[src/rtl/mem_stage_pkg.sv]
// Shared definitions for the memory stage: FSM encodings, default timeout,
// the MEM/WB bundle layout and the illegal-access predicate.
package mem_stage_pkg;

    typedef enum logic [1:0] {
        ST_IDLE = 2'd0,
        ST_WAIT = 2'd1,
        ST_ERR  = 2'd2
    } state_t;

    localparam logic [7:0] TIMEOUT_DEFAULT = 8'd255;

    typedef struct packed {
        logic        valid;
        logic [15:0] read_data;
        logic [15:0] alu_result;
        logic [15:0] pc_2;
        logic [15:0] i8se;
        logic        mem_to_reg;
        logic        pc_to_reg;
        logic        lbi_sel;
        logic        reg_write;
        logic [2:0]  write_reg;
    } wb_bundle_t;

    // A memory op is illegal when it asks for both read and write, or when
    // its address is not word aligned.
    function automatic logic is_illegal(input logic        mem_read,
                                        input logic        mem_write,
                                        input logic [15:0] addr);
        return (mem_read & mem_write) | addr[0];
    endfunction

endpackage

[src/rtl/mem_stage_if.sv]
// Data-memory request/acknowledge bus. The stage is the master, the memory
// model is the slave.
interface mem_stage_if;
    logic        mem_req;
    logic        mem_wr;
    logic [15:0] mem_addr;
    logic [15:0] mem_wdata;
    logic [15:0] mem_rdata;
    logic        mem_ack;

    modport master (
        output mem_req, mem_wr, mem_addr, mem_wdata,
        input  mem_rdata, mem_ack
    );

    modport slave (
        input  mem_req, mem_wr, mem_addr, mem_wdata,
        output mem_rdata, mem_ack
    );
endinterface

[src/rtl/mem_wb_reg.sv]
// MEM/WB pipeline register. A bubble clears the whole entry so that the
// write-back stage can never see a stale RegWrite.
module mem_wb_reg
    import mem_stage_pkg::*;
(
    input  logic       clk,
    input  logic       rst_n,
    input  logic       bubble_i,
    input  wb_bundle_t bundle_d,
    output wb_bundle_t bundle_q
);

    // Capture the next entry, or an all-zero bubble.
    always_ff @(posedge clk or negedge rst_n) begin
        if (!rst_n) begin
            bundle_q <= '0;
        end else if (bubble_i) begin
            bundle_q <= '0;
        end else begin
            bundle_q <= bundle_d;
        end
    end

endmodule

[src/rtl/mem_stage.sv]
// Memory stage: issues loads/stores over a req/ack bus, stalls the front of
// the pipeline while an access is outstanding, and feeds the MEM/WB register.
module mem_stage
    import mem_stage_pkg::*;
#(
    parameter logic [7:0] TIMEOUT = TIMEOUT_DEFAULT
) (
    input  logic          clk,
    input  logic          rst_n,
    input  logic          in_valid,
    input  logic          in_MemRead,
    input  logic          in_MemWrite,
    input  logic [15:0]   in_ALUResult,
    input  logic [15:0]   in_storeData,
    input  logic [15:0]   in_PC_2,
    input  logic [15:0]   in_i8SE,
    input  logic          in_MemToReg,
    input  logic          in_PCtoReg,
    input  logic          in_LBI_sel,
    input  logic          in_RegWrite,
    input  logic [2:0]    in_writeReg,
    mem_stage_if.master   mem,
    output logic          stall,
    output logic          out_valid,
    output logic [15:0]   out_readData,
    output logic [15:0]   out_ALUResult,
    output logic [15:0]   out_PC_2,
    output logic [15:0]   out_i8SE,
    output logic          out_MemToReg,
    output logic          out_PCtoReg,
    output logic          out_LBI_sel,
    output logic          out_RegWrite,
    output logic [2:0]    out_writeReg,
    output logic          err
);

    state_t     state_q;
    logic [7:0] cnt_q;
    logic       err_q;

    logic       memop_s;
    logic       illegal_s;
    logic       req_s;
    logic       ack_s;
    logic       stall_s;
    logic       bubble_s;
    wb_bundle_t wb_d_s;
    wb_bundle_t wb_q_s;

    // Request/stall decode; both are forced low while reset is asserted so an
    // abandoned access drops its request immediately.
    always_comb begin
        memop_s   = in_valid & (in_MemRead | in_MemWrite);
        illegal_s = memop_s & is_illegal(in_MemRead, in_MemWrite, in_ALUResult);
        req_s     = 1'b0;
        case (state_q)
            ST_IDLE: req_s = memop_s & ~illegal_s;
            ST_WAIT: req_s = 1'b1;
            ST_ERR:  req_s = 1'b0;
            default: req_s = 1'b0;
        endcase
        req_s   = req_s & rst_n;
        // An acknowledge with no request outstanding is meaningless.
        ack_s   = mem.mem_ack & req_s;
        stall_s = rst_n & ((memop_s & ~ack_s & (state_q != ST_ERR)) |
                           (state_q == ST_ERR));
        // Anything that stalls, or no instruction at all, becomes a bubble.
        bubble_s = ~in_valid | stall_s;
    end

    // Next MEM/WB entry; read data only comes from memory on a load.
    always_comb begin
        wb_d_s            = '0;
        wb_d_s.valid      = 1'b1;
        wb_d_s.alu_result = in_ALUResult;
        wb_d_s.pc_2       = in_PC_2;
        wb_d_s.i8se       = in_i8SE;
        wb_d_s.mem_to_reg = in_MemToReg;
        wb_d_s.pc_to_reg  = in_PCtoReg;
        wb_d_s.lbi_sel    = in_LBI_sel;
        wb_d_s.reg_write  = in_RegWrite;
        wb_d_s.write_reg  = in_writeReg;
        if (memop_s && in_MemRead) begin
            wb_d_s.read_data = mem.mem_rdata;
        end else begin
            wb_d_s.read_data = 16'h0000;
        end
    end

    // Access FSM with wait counter and sticky error flag.
    always_ff @(posedge clk or negedge rst_n) begin
        if (!rst_n) begin
            state_q <= ST_IDLE;
            cnt_q   <= 8'd0;
            err_q   <= 1'b0;
        end else begin
            case (state_q)
                ST_IDLE: begin
                    cnt_q <= 8'd0;
                    if (illegal_s) begin
                        state_q <= ST_ERR;
                        err_q   <= 1'b1;
                    end else if (req_s && !ack_s) begin
                        state_q <= ST_WAIT;
                    end else begin
                        state_q <= ST_IDLE;
                    end
                end
                ST_WAIT: begin
                    if (ack_s) begin
                        state_q <= ST_IDLE;
                        cnt_q   <= 8'd0;
                    end else if (cnt_q >= (TIMEOUT - 8'd1)) begin
                        state_q <= ST_ERR;
                        err_q   <= 1'b1;
                    end else begin
                        // Saturating guard: the counter never wraps.
                        cnt_q <= (cnt_q == 8'hFF) ? cnt_q : cnt_q + 8'd1;
                    end
                end
                ST_ERR: begin
                    state_q <= ST_ERR;
                    err_q   <= 1'b1;
                end
                default: begin
                    state_q <= ST_ERR;
                    err_q   <= 1'b1;
                end
            endcase
        end
    end

    mem_wb_reg u_mem_wb_reg (
        .clk      (clk),
        .rst_n    (rst_n),
        .bubble_i (bubble_s),
        .bundle_d (wb_d_s),
        .bundle_q (wb_q_s)
    );

    assign mem.mem_req   = req_s;
    assign mem.mem_wr    = in_MemWrite;
    assign mem.mem_addr  = in_ALUResult;
    assign mem.mem_wdata = in_storeData;
    assign stall         = stall_s;
    assign err           = err_q;

    assign out_valid     = wb_q_s.valid;
    assign out_readData  = wb_q_s.read_data;
    assign out_ALUResult = wb_q_s.alu_result;
    assign out_PC_2      = wb_q_s.pc_2;
    assign out_i8SE      = wb_q_s.i8se;
    assign out_MemToReg  = wb_q_s.mem_to_reg;
    assign out_PCtoReg   = wb_q_s.pc_to_reg;
    assign out_LBI_sel   = wb_q_s.lbi_sel;
    assign out_RegWrite  = wb_q_s.reg_write;
    assign out_writeReg  = wb_q_s.write_reg;

endmodule

[src/flat_wrapper.sv]
// flat-port wrapper written by rule: the top's interface ports become plain ports
module mem_stage_flat import mem_stage_pkg::*;
#(
    parameter logic [7:0] TIMEOUT = TIMEOUT_DEFAULT
)
  (clk, rst_n, in_valid, in_MemRead, in_MemWrite, in_ALUResult, in_storeData, in_PC_2, in_i8SE, in_MemToReg, in_PCtoReg, in_LBI_sel, in_RegWrite, in_writeReg, stall, out_valid, out_readData, out_ALUResult, out_PC_2, out_i8SE, out_MemToReg, out_PCtoReg, out_LBI_sel, out_RegWrite, out_writeReg, err, mem_mem_req, mem_mem_wr, mem_mem_addr, mem_mem_wdata, mem_mem_rdata, mem_mem_ack);
  mem_stage_if mem_i ();
  input  logic clk;
  input  logic rst_n;
  input  logic in_valid;
  input  logic in_MemRead;
  input  logic in_MemWrite;
  input  logic [15:0] in_ALUResult;
  input  logic [15:0] in_storeData;
  input  logic [15:0] in_PC_2;
  input  logic [15:0] in_i8SE;
  input  logic in_MemToReg;
  input  logic in_PCtoReg;
  input  logic in_LBI_sel;
  input  logic in_RegWrite;
  input  logic [2:0] in_writeReg;
  output logic stall;
  output logic out_valid;
  output logic [15:0] out_readData;
  output logic [15:0] out_ALUResult;
  output logic [15:0] out_PC_2;
  output logic [15:0] out_i8SE;
  output logic out_MemToReg;
  output logic out_PCtoReg;
  output logic out_LBI_sel;
  output logic out_RegWrite;
  output logic [2:0] out_writeReg;
  output logic err;
  output wire logic [$bits(mem_i.mem_req)-1:0] mem_mem_req;
  output wire logic [$bits(mem_i.mem_wr)-1:0] mem_mem_wr;
  output wire logic [$bits(mem_i.mem_addr)-1:0] mem_mem_addr;
  output wire logic [$bits(mem_i.mem_wdata)-1:0] mem_mem_wdata;
  input wire logic [$bits(mem_i.mem_rdata)-1:0] mem_mem_rdata;
  input wire logic [$bits(mem_i.mem_ack)-1:0] mem_mem_ack;
  assign mem_mem_req = mem_i.mem_req;
  assign mem_mem_wr = mem_i.mem_wr;
  assign mem_mem_addr = mem_i.mem_addr;
  assign mem_mem_wdata = mem_i.mem_wdata;
  assign mem_i.mem_rdata = mem_mem_rdata;
  assign mem_i.mem_ack = mem_mem_ack;
  mem_stage #(.TIMEOUT(TIMEOUT)) u_core (.clk(clk), .rst_n(rst_n), .in_valid(in_valid), .in_MemRead(in_MemRead), .in_MemWrite(in_MemWrite), .in_ALUResult(in_ALUResult), .in_storeData(in_storeData), .in_PC_2(in_PC_2), .in_i8SE(in_i8SE), .in_MemToReg(in_MemToReg), .in_PCtoReg(in_PCtoReg), .in_LBI_sel(in_LBI_sel), .in_RegWrite(in_RegWrite), .in_writeReg(in_writeReg), .mem(mem_i), .stall(stall), .out_valid(out_valid), .out_readData(out_readData), .out_ALUResult(out_ALUResult), .out_PC_2(out_PC_2), .out_i8SE(out_i8SE), .out_MemToReg(out_MemToReg), .out_PCtoReg(out_PCtoReg), .out_LBI_sel(out_LBI_sel), .out_RegWrite(out_RegWrite), .out_writeReg(out_writeReg), .err(err));
endmodule
[config.mk]
export PLATFORM = sky130hd
export DESIGN_NAME = mem_stage_flat
export DESIGN_NICKNAME = d
export VERILOG_FILES = /design/src/rtl/mem_stage_pkg.sv /design/src/rtl/mem_stage_if.sv /design/src/rtl/mem_wb_reg.sv /design/src/rtl/mem_stage.sv /design/src/flat_wrapper.sv
export SDC_FILE = /design/constraint.sdc
export NUM_CORES = 1
export LEC_CHECK = 0
export ABC_AREA = 1
export BUFFER_PORTS_ARGS = -buffer_cell sky130_fd_sc_hd__buf_4
export CORE_AREA = 2 2 85 95
export CTS_CLUSTER_SIZE = 12
export DETAILED_ROUTE_END_ITERATION = 12
export DIE_AREA = 0 0 87 97
export PLACE_DENSITY = 0.85
export SETUP_SLACK_MARGIN = 0.02
export SLEW_MARGIN = 20
export SYNTH_ARGS = -nofsm -noshare
export SYNTH_HDL_FRONTEND = slang
export SYNTH_SLANG_ARGS = --single-unit
[constraint.sdc]
create_clock -name clk -period 2.3 [get_ports clk]
set_input_delay 0.115 -clock clk [delete_from_list [all_inputs] [get_ports clk]]
set_output_delay 0.115 -clock clk [all_outputs]
set_load 0.02 [all_outputs]
Yosys cells after proc, flatten, opt, wreduce, memory -nomap -nowiden
Cells that the tools add are included.
Word-level totals
  output and inout bits: 108
  latch bits: 0
  bits in read-only memories: 0
  input port bits: 93
  memories kept: 0
  logic and storage cells: 64
  memory bits (writable): 0
  register bits after elaboration: 83
Cells by class
  $add $sub $neg: 1
  equality and inequality tests: 10
  multiply operators: 0
  bitwise logic cells: 16
  div/mod/pow operators: 0
  multiplexer cells: 16
  magnitude comparators: 1
  shift operators: 0
  reduce and logical (&&, ||, !) cells: 7
Operator list (count)
  72-bit two-way mux: 1
  8-bit two-way mux: 3
  16-bit two-way mux: 1
  8-bit case mux with 2 select lines: 1
  1-bit AND: 9
  8-bit by 1-bit adder with 8-bit output (second input constant): 1
  8-bit == test (second input constant): 1
  8-bit greater-or-equal comparator (second input constant): 1
  2-bit two-way mux: 3
  3-bit by 2-bit inequality test with 1-bit output (second input constant): 2
  3-bit AND reduction: 2
  1-bit two-way mux: 4
  2-bit by 1-bit inequality test with 1-bit output (second input constant): 2
  2-bit inequality test (second input constant): 2
  1-bit OR: 4
  1-bit case mux with 2 select lines: 2
  2-bit case mux with 2 select lines: 1
  3-bit by 1-bit inequality test with 1-bit output (second input constant): 1
  1-bit NOT: 3
  2-bit by 1-bit == test with 1-bit output (second input constant): 1
  2-bit == test (second input constant): 1
  1-bit logical AND: 2
  2-bit zero test: 1
  2-bit nonzero test: 1
  1-bit zero test: 1

Logic depth before layout (Yosys ltp)
Gate-level depths: netlist of run 1.
  depth after elaboration: 15
  mapped depth: 12
  gate-level depth less buffers: 10

Modules after synthesis
Synthesis of run 1 repeated with hierarchy kept, for this count alone.
Second synthesis, totals
  cell total of the unflattened synthesis: 396
  area total of the unflattened synthesis: 3530.9 µm²
Modules (own cells, without submodules)
  mem_wb_reg: sequential area each 1801.7 µm², cells each 224, area each 2432.3 µm², instances 1
  mem_stage: sequential area each 275.3 µm², cells each 172, area each 1098.6 µm², instances 1

Worst setup path before layout of run 1
OpenSTA, ideal clock, no wires.
  path type: reg-to-reg
  start: reg u_core.state_q[1]
  end: reg u_core.state_q[0]
  arrival: 1448 ps
  path buffers: 0
  period minus slack after synthesis: 1511 ps
  stages on the path, launching flop included: 7
  library setup time: 63 ps
  path slack: 789 ps
  data required time: 2237 ps
  path through: dfrtp_1 nor2_1 a21boi_0 nand2_1 nand2_1 nand2_1 inv_1
Between the ends
  cells in the longest elaborated chain, start to end: 9
  elaborated cells between the ends (all ways): 12
  classes of those cells: 2 x eq/ne; 5 x mux; 2 x bitwise; 3 x reduce/logical
RTL lines
  start: declaration: line mem_stage.sv:37  | state_t state_q;
  start signal: assignment: line mem_stage.sv:93  | state_q <= ST_IDLE;
  start signal: assignment: line mem_stage.sv:101  | state_q <= ST_ERR;
  start signal: assignment: line mem_stage.sv:104  | state_q <= ST_WAIT;
  2-bit by 1-bit == test with 1-bit output or 2-bit zero test (tied branches): line mem_stage.sv:56  | case (state_q)
  1-bit case mux with 2 select lines (*): line mem_stage.sv:56
  1-bit AND (*): line mem_stage.sv:62  | req_s = req_s & rst_n;
  via mem_mem_req: line flat_wrapper.sv:34  | output wire logic [$bits(mem_i.mem_req)-1:0] mem_mem_req;
  1-bit AND: line mem_stage.sv:64  | ack_s = mem.mem_ack & req_s;
  1-bit zero test: line mem_stage.sv:103  | end else if (req_s && !ack_s) begin
  1-bit logical AND: line mem_stage.sv:103
  1-bit two-way mux: line mem_stage.sv:103
  2-bit two-way mux: line mem_stage.sv:100  | if (illegal_s) begin
  2-bit case mux with 2 select lines: line mem_stage.sv:97  | case (state_q)
The timed path passes the listed nets; every way through them passes the cells marked *.
A chain may end at the register's enable or synchronous reset.

Final worst setup path of run 1
  start: reg u_core.cnt_q[0]
  end: reg u_core.cnt_q[0]
Between the ends
  cells in the longest elaborated chain, start to end: 5
  elaborated cells between the ends (all ways): 10
  classes of those cells: 1 x add/sub; 1 x order compare; 3 x eq/ne; 4 x mux; 1 x reduce/logical
RTL lines
  start: declaration: line mem_stage.sv:38  | logic [7:0] cnt_q;
  start signal: assignment: line mem_stage.sv:118  | cnt_q <= (cnt_q == 8'hFF) ? cnt_q : cnt_q + 8'd1;
  8-bit by 1-bit adder with 8-bit output: line mem_stage.sv:118
  8-bit two-way mux: line mem_stage.sv:118
  8-bit two-way mux: line mem_stage.sv:113  | end else if (cnt_q >= (TIMEOUT - 8'd1)) begin
  8-bit two-way mux: line mem_stage.sv:110  | if (ack_s) begin
  8-bit case mux with 2 select lines: line mem_stage.sv:97
Parallel ways exist; a longest one is shown, timed or not. The select of a mux whose other input is x is not followed.

==> metrics, run 1 <==
register area=roughly 2100 um2; Tmin final=roughly 1.8 ns; die height=between 90 and 100 um; Worst Setup Path Type=flop to flop; Worst Skew=about 0.012 ns; syn nets=between 400 and 500; final WL=9070 um; maximum vdd drop=roughly 0.00038 V; Leakage Power=3.01 nW; Global Route Usage Sum=between 20% and 30%; hold violation count in the final report=0; number of instances in the placed design=564; max_cap viols=0; ANT nets after route=0; Syn Area/Cell=around 9.8 um2; Clock Tree Root=clkbuf_8; RSZ-0062 raised after global routing=no; Worst-path clk slew=0.08 ns; Core Region=approximately 7400 um2; Iter 0 DRT Violations=just under 90; status=finished, final reports clean; Mapped Cells=~350; FILL cells=approximately 510; final core utilization=72.3%; worst-path fanout max=10; Worst setup SP type=flop; Seq cells post-synth=a little over 80; CTS tree=done; DR WL/cell=~14 um; Post-CTS Setup Inserts=0; area of the multi-input gates=around 730 um2; layout cell share with drive strength beyond 1=a little under two fifths; Rel. slew slack=approximately 51%; R2R depth=9; Max Clk Rate=~0.57 GHz; H-tree levels=3; post-synthesis async set-or-reset flop share=100%; Post-synth EDFFs=0; Synth-to-Final Area Change=56.9%; Final #Nets=around 650; CP arrival=slightly below 2 ns; post-synthesis sequential area ratio=between 60 and 70%; Vias=between 2,000 and 3,000; power density cells=around 600 nW/um2; R2R Path Start=u_core.cnt_q[0]$_DFFE_PN0P_; Pre-antenna DRT Iters=4; Via density=4.45; number of hold buffers added after cts=between 60 and 70; Num CTS Buffers=9; first-pass GRT wire length=roughly 14,000 um; routability cong.=around 0.85; DRC=0; Overflow after GRT=0; Min-Delay Path Depth=3; Final HPWL DP=5790 um; Clk Latency, worst-skew pair=~0.35 ns; WHS Endpoint=u_core.u_mem_wb_reg.bundle_q[34]$_DFF_PN0_; initial core utilization=between 40 and 50%; setup TNS=0 ns; fin. max-slew vios=0; vias in the first global route=3,043; clock tree buffer depth=2; total die area=8440 um2; Synth Cell Area=around 3400 um2; initial antenna violation count=0; Worst R2R End=u_core.cnt_q[0]$_DFFE_PN0P_; crit end category=flop; ys flop type=dfrtp_1; total number of yosys warnings=0; total clock sinks=83; slew at the pin closest to its max-slew limit=0.738 ns; non-filler cells in the finished layout=between 600 and 700; # diodes=0; Worst Hold Class=input port to flop; HP Start=in_PC_2[11]; distinct cell type count after synthesis=22; Worst Path Required=2.51 ns; period utilization=roughly three quarters; most common cell after layout, fill and taps aside=buf_4; largest net degree at the start of global routing=84; die outline width=a little under 90 um; most frequent cells in the layout=buf_4, dfrtp_1, inv_1; # IOs=between 200 and 250; port bufs=~170; Std-Cell Rows=33; post-CTS sizing=0; final setup fails=0; worst reg2reg setup slack=about 0.54 ns
[worst max-delay path: stages, from the launching register on]
cell and delay [ns]:
dfrtp_1 0.43, ha_1 0.24, nand3_1 0.15, inv_1 0.05
o21ai_0 0.23, nor2_1 0.07, nand2_1 0.06, nand2_1 0.20
nand2_1 0.12, o21ai_0 0.10
[layer usage]
metal	wire [um]	track usage [%]	up-vias	share of wire, %
met3	582	4.18	23	6.4
li1	-	-	1373	-
met2	4850	39.2	135	53
met1	3410	23.7	1332	38
met4	232	9.62	0	2.6
met5	0	0	-	0
[registers in the layout, summed over array words and instances, names as in the netlist]
name,flops
u_core.u_mem_wb_reg.bundle_q,72
u_core.state_q,2
u_core.cnt_q,8
u_core.err,1
[synthesized netlist by cell type (2+ instances only)]
| cell | count | share of area [%] |
|---|---|---|
| buf_6 | 7 | 2.3 |
| nand2_2 | 2 | 0.37 |
| nand4_1 | 2 | 0.37 |
| nand2_1 | 39 | 4.3 |
| xor2_1 | 3 | 0.77 |
| buf_4 | 34 | 7.5 |
| nor2_2 | 20 | 3.7 |
| nor3_1 | 2 | 0.29 |
| nor2_1 | 63 | 6.9 |
| o21ai_0 | 10 | 1.5 |
| dfrtp_1 | 83 | 61 |
| nand3_1 | 4 | 0.59 |
| ha_1 | 2 | 0.74 |
| inv_1 | 69 | 7.6 |
[stage by stage]
step                setup WS, ns  hold WS, ns  total power, mW  cell area, um2
CTS                        0.548     0.000555             3.30            5330
finish                     0.537       0.0138             3.28            5340
global placement           0.672        0.230             2.00            4470
global route               0.427      0.00164             3.42            5340
floorplan                  0.789       -0.181             1.83            3400
detailed placement         0.548        0.230             2.02            4470
[cells by family after synthesis]
kind of cell               count (synthesis)  synth area share (%)
and+or+nand+nor                          134                  17.4
buffers and inverters                    111                  17.5
DFF                                       83                  61.0
AOI/OAI and AO/OA                         14                  2.28
xor gates and xnor gates                   4                  1.03
adders and majority gates                  2                 0.735
[how the worst max path moves through the flow]
stage	startpoint	end	slack [ns]	cells past startpoint
floorplan	u_core.state_q[1]$_DFFE_PN0P_	u_core.state_q[0]$_DFFE_PN0P_	0.79	6
global placement	u_core.cnt_q[0]$_DFFE_PN0P_	u_core.cnt_q[3]$_DFFE_PN0P_	0.67	9
detailed placement	u_core.cnt_q[0]$_DFFE_PN0P_	u_core.cnt_q[5]$_DFFE_PN0P_	0.55	9
CTS	u_core.cnt_q[0]$_DFFE_PN0P_	u_core.cnt_q[7]$_DFFE_PN0P_	0.55	9
global route	u_core.cnt_q[0]$_DFFE_PN0P_	u_core.cnt_q[2]$_DFFE_PN0P_	0.43	9
finish	u_core.cnt_q[0]$_DFFE_PN0P_	u_core.cnt_q[0]$_DFFE_PN0P_	0.54	9
[report_power, final]
part / internal, mW / switching [mW]
clock: 0.675 / 0.521
sequential: 1.52 / 0.0304
combinational: 0.272 / 0.265
total: 2.46 / 0.817
[final cells by class]
class	instances	area share, %
inverter	69	4.85
clock buffer	11	2.84
clock inverter	5	1.57
timing repair buffer	234	36.2
multi-input combinational	154	13.7
tap	87	2.04
sequential	83	38.9
(Power assumes the default switching activity.)
==> run 2, diff against run 1 <==
Settings changed: CORE_AREA 2 2 85 95 to 2 2 93 103, DIE_AREA 0 0 87 97 to 0 0 95 105, PLACE_DENSITY 0.85 to 0.76.
Clock period 2.3 ns to 1.6 ns, I/O delays scaled along.
==> metrics, run 2 (synthesis gave the netlist of run 1 again) <==
status=finished, final reports clean; total clock sinks=83; Pre-antenna DRT Iters=4; clock tree buffer depth=2; Largest regs=u_core.u_mem_wb_reg.bundle_q: 72 flops, u_core.cnt_q: 8 flops, u_core.state_q: 2 flops; most frequent cells in the layout=buf_4, dfrtp_1, dlygate4sd3_1; worst-path fanout max=5; Via density=approximately 4.3; port bufs=~170; Tmin final=1.53 ns; non-filler cells in the finished layout=~700; total die area=9980 um2; Crit path buffers/inverters=1; Std-Cell Rows=36; hold slack=0.0308 ns; Rel. slew slack=around half; first-pass GRT wire length=13,600 um; Synth-to-Final Area Change=63.7%; register area=2080 um2; initial core utilization=a little under two fifths; CTS tree=done; initial antenna violation count=0; maximum vdd drop=0.000376 V; max_cap viols=0; Worst path max stage delay=~0.45 ns; Worst Skew=0.00674 ns; CP arrival=1.76 ns; # diodes=0; Final HPWL DP=5660 um; Global Route Usage Sum=between 10% and 20%; slew at the pin closest to its max-slew limit=0.732 ns; Critical Path Stages=9; R2R depth=9; Num CTS Buffers=9; die height=between 100 and 150 um; die outline width=around 95 um; most flop-heavy register=u_core.u_mem_wb_reg.bundle_q; layout cell share with drive strength beyond 1=41.0%; routability cong.=around 0.83; Worst Hold Class=input port to flop; Iter 0 DRT Violations=approximately 110; Clock Tree Root=clkbuf_8; Min-Delay Path Depth=3; number of instances in the placed design=around 600; final setup fails=0; Clk Latency, worst-skew pair=0.35 ns; Worst-path clk slew=0.08 ns; vias in the first global route=roughly 3,000; Max Clk Rate=between 0.6 and 0.7 GHz; period utilization=between 90% and 100%; fin. max-slew vios=0; crit-path leading delay family=simple AND/OR/NAND/NOR gates; largest net degree at the start of global routing=84; Worst Setup Path Type=flop to flop; final core utilization=between 60% and 70%; FILL cells=roughly 650; DRC=0; ANT nets after route=0; setup TNS=0 ns; final total power=4.50 mW; area of the multi-input gates=797 um2; Leakage Power=between 3 and 4 nW; power density cells=a little over 800 nW/um2; Vias=between 2,000 and 3,000; Final #Nets=~670; Worst setup SP type=flop; crit end category=flop; CP dominant cell by count=nor2_1; Slowest-stage cell, CP=dfrtp_2; # IOs=~200; most common cell after layout, fill and taps aside=buf_4; H-tree levels=3; final WL=about 9200 um; Overflow after GRT=0; DR WL/cell=roughly 13 um; Worst Path Required=between 1.5 and 2 ns; crit-path cells=inv_2, ha_2, nor2_1, nor2_2, o21ai_2, nor2_1, nand2_2, nand2_4, o21ai_0; hold violation count in the final report=0; Core Region=8870 um2; max FFs per register=between 70 and 80
==> run 2: cell count changes in the layout (fill, tap and decap cells not counted), moves of 3 or more <==
cell / previous run / this run
o21ai_1: 0 / 5
o21ai_0: 10 / 2
dlygate4sd3_1: 63 / 72
clkinv_4: 0 / 3
o21ai_2: 0 / 3
nand2_1: 39 / 36
buf_4: 169 / 177
==> run 2: worst paths after layout <==
path | from | slack [ns] | endpoint
max | u_core.cnt_q[0]$_DFFE_PN0P_ | 0.07 | u_core.cnt_q[3]$_DFFE_PN0P_
min | in_valid | 0.03 | u_core.u_mem_wb_reg.bundle_q[55]$_DFF_PN0_
max reg2reg | u_core.cnt_q[0]$_DFFE_PN0P_ | 0.07 | u_core.cnt_q[3]$_DFFE_PN0P_
min reg2reg | u_core.err$_DFFE_PN0P_ | 0.49 | u_core.err$_DFFE_PN0P_
max in group asynchronous | rst_n | 0.58 | u_core.state_q[1]$_DFFE_PN0P_
min in group asynchronous | rst_n | 0.51 | u_core.u_mem_wb_reg.bundle_q[61]$_DFF_PN0_
==> run 2: area by class of cell <==
type                       instances  area share (%)
inverter                          69            4.65
clock buffer                      10            2.29
sequential                        83            37.3
clock inverter                     6            1.19
timing repair buffer             252            37.7
multi-input combinational        155            14.3
tap                              114            2.56
==> run 2: stage by stage <==
stage,setup slack [ns],cell area (um2)
finish,0.0705,5570
global route,-0.0185,5570
CTS,0.0207,5450
detailed placement,-0.0864,4540
global placement,0.0298,4540
floorplan,0.0891,3400
==> run 2: layer usage <==
metal | vias to the layer above | GRT usage, % | part of all wire [%] | wire length, um
li1 | 1417 | - | - | -
met1 | 1350 | 18.3 | 36 | 3300
met2 | 148 | 31.8 | 51 | 4710
met3 | 29 | 6.13 | 9.6 | 884
met4 | 0 | 7.14 | 2.9 | 267
met5 | - | 0 | 0 | 0
==> run 2: what timing repair did <==
item                                   in CTS  in global routing
gates resized for setup                     3                 25
pin swaps                                   0                 10
setup buffers                               0                  6
endpoints found under the hold margin      71                 83
hold buffers                               71                  1
gates cloned                                0                  1
setup endpoints to repair                  10                 10
==> run 2: worst register-to-register path, cell delays in order (launching register included) <==
cell     delay [ns]
dfrtp_2        0.45
inv_2          0.06
ha_2           0.15
nor2_1         0.04
nor2_2         0.14
o21ai_2        0.09
nor2_1         0.17
nand2_2        0.12
nand2_4        0.11
o21ai_0        0.09
==> run 2: report_power, final <==
part	switching (mW)	total, mW	internal [mW]
Clock	0.745	1.47	0.724
Sequential	0.0478	2.23	2.18
Combinational	0.387	0.805	0.418
Total	1.18	4.50	3.32
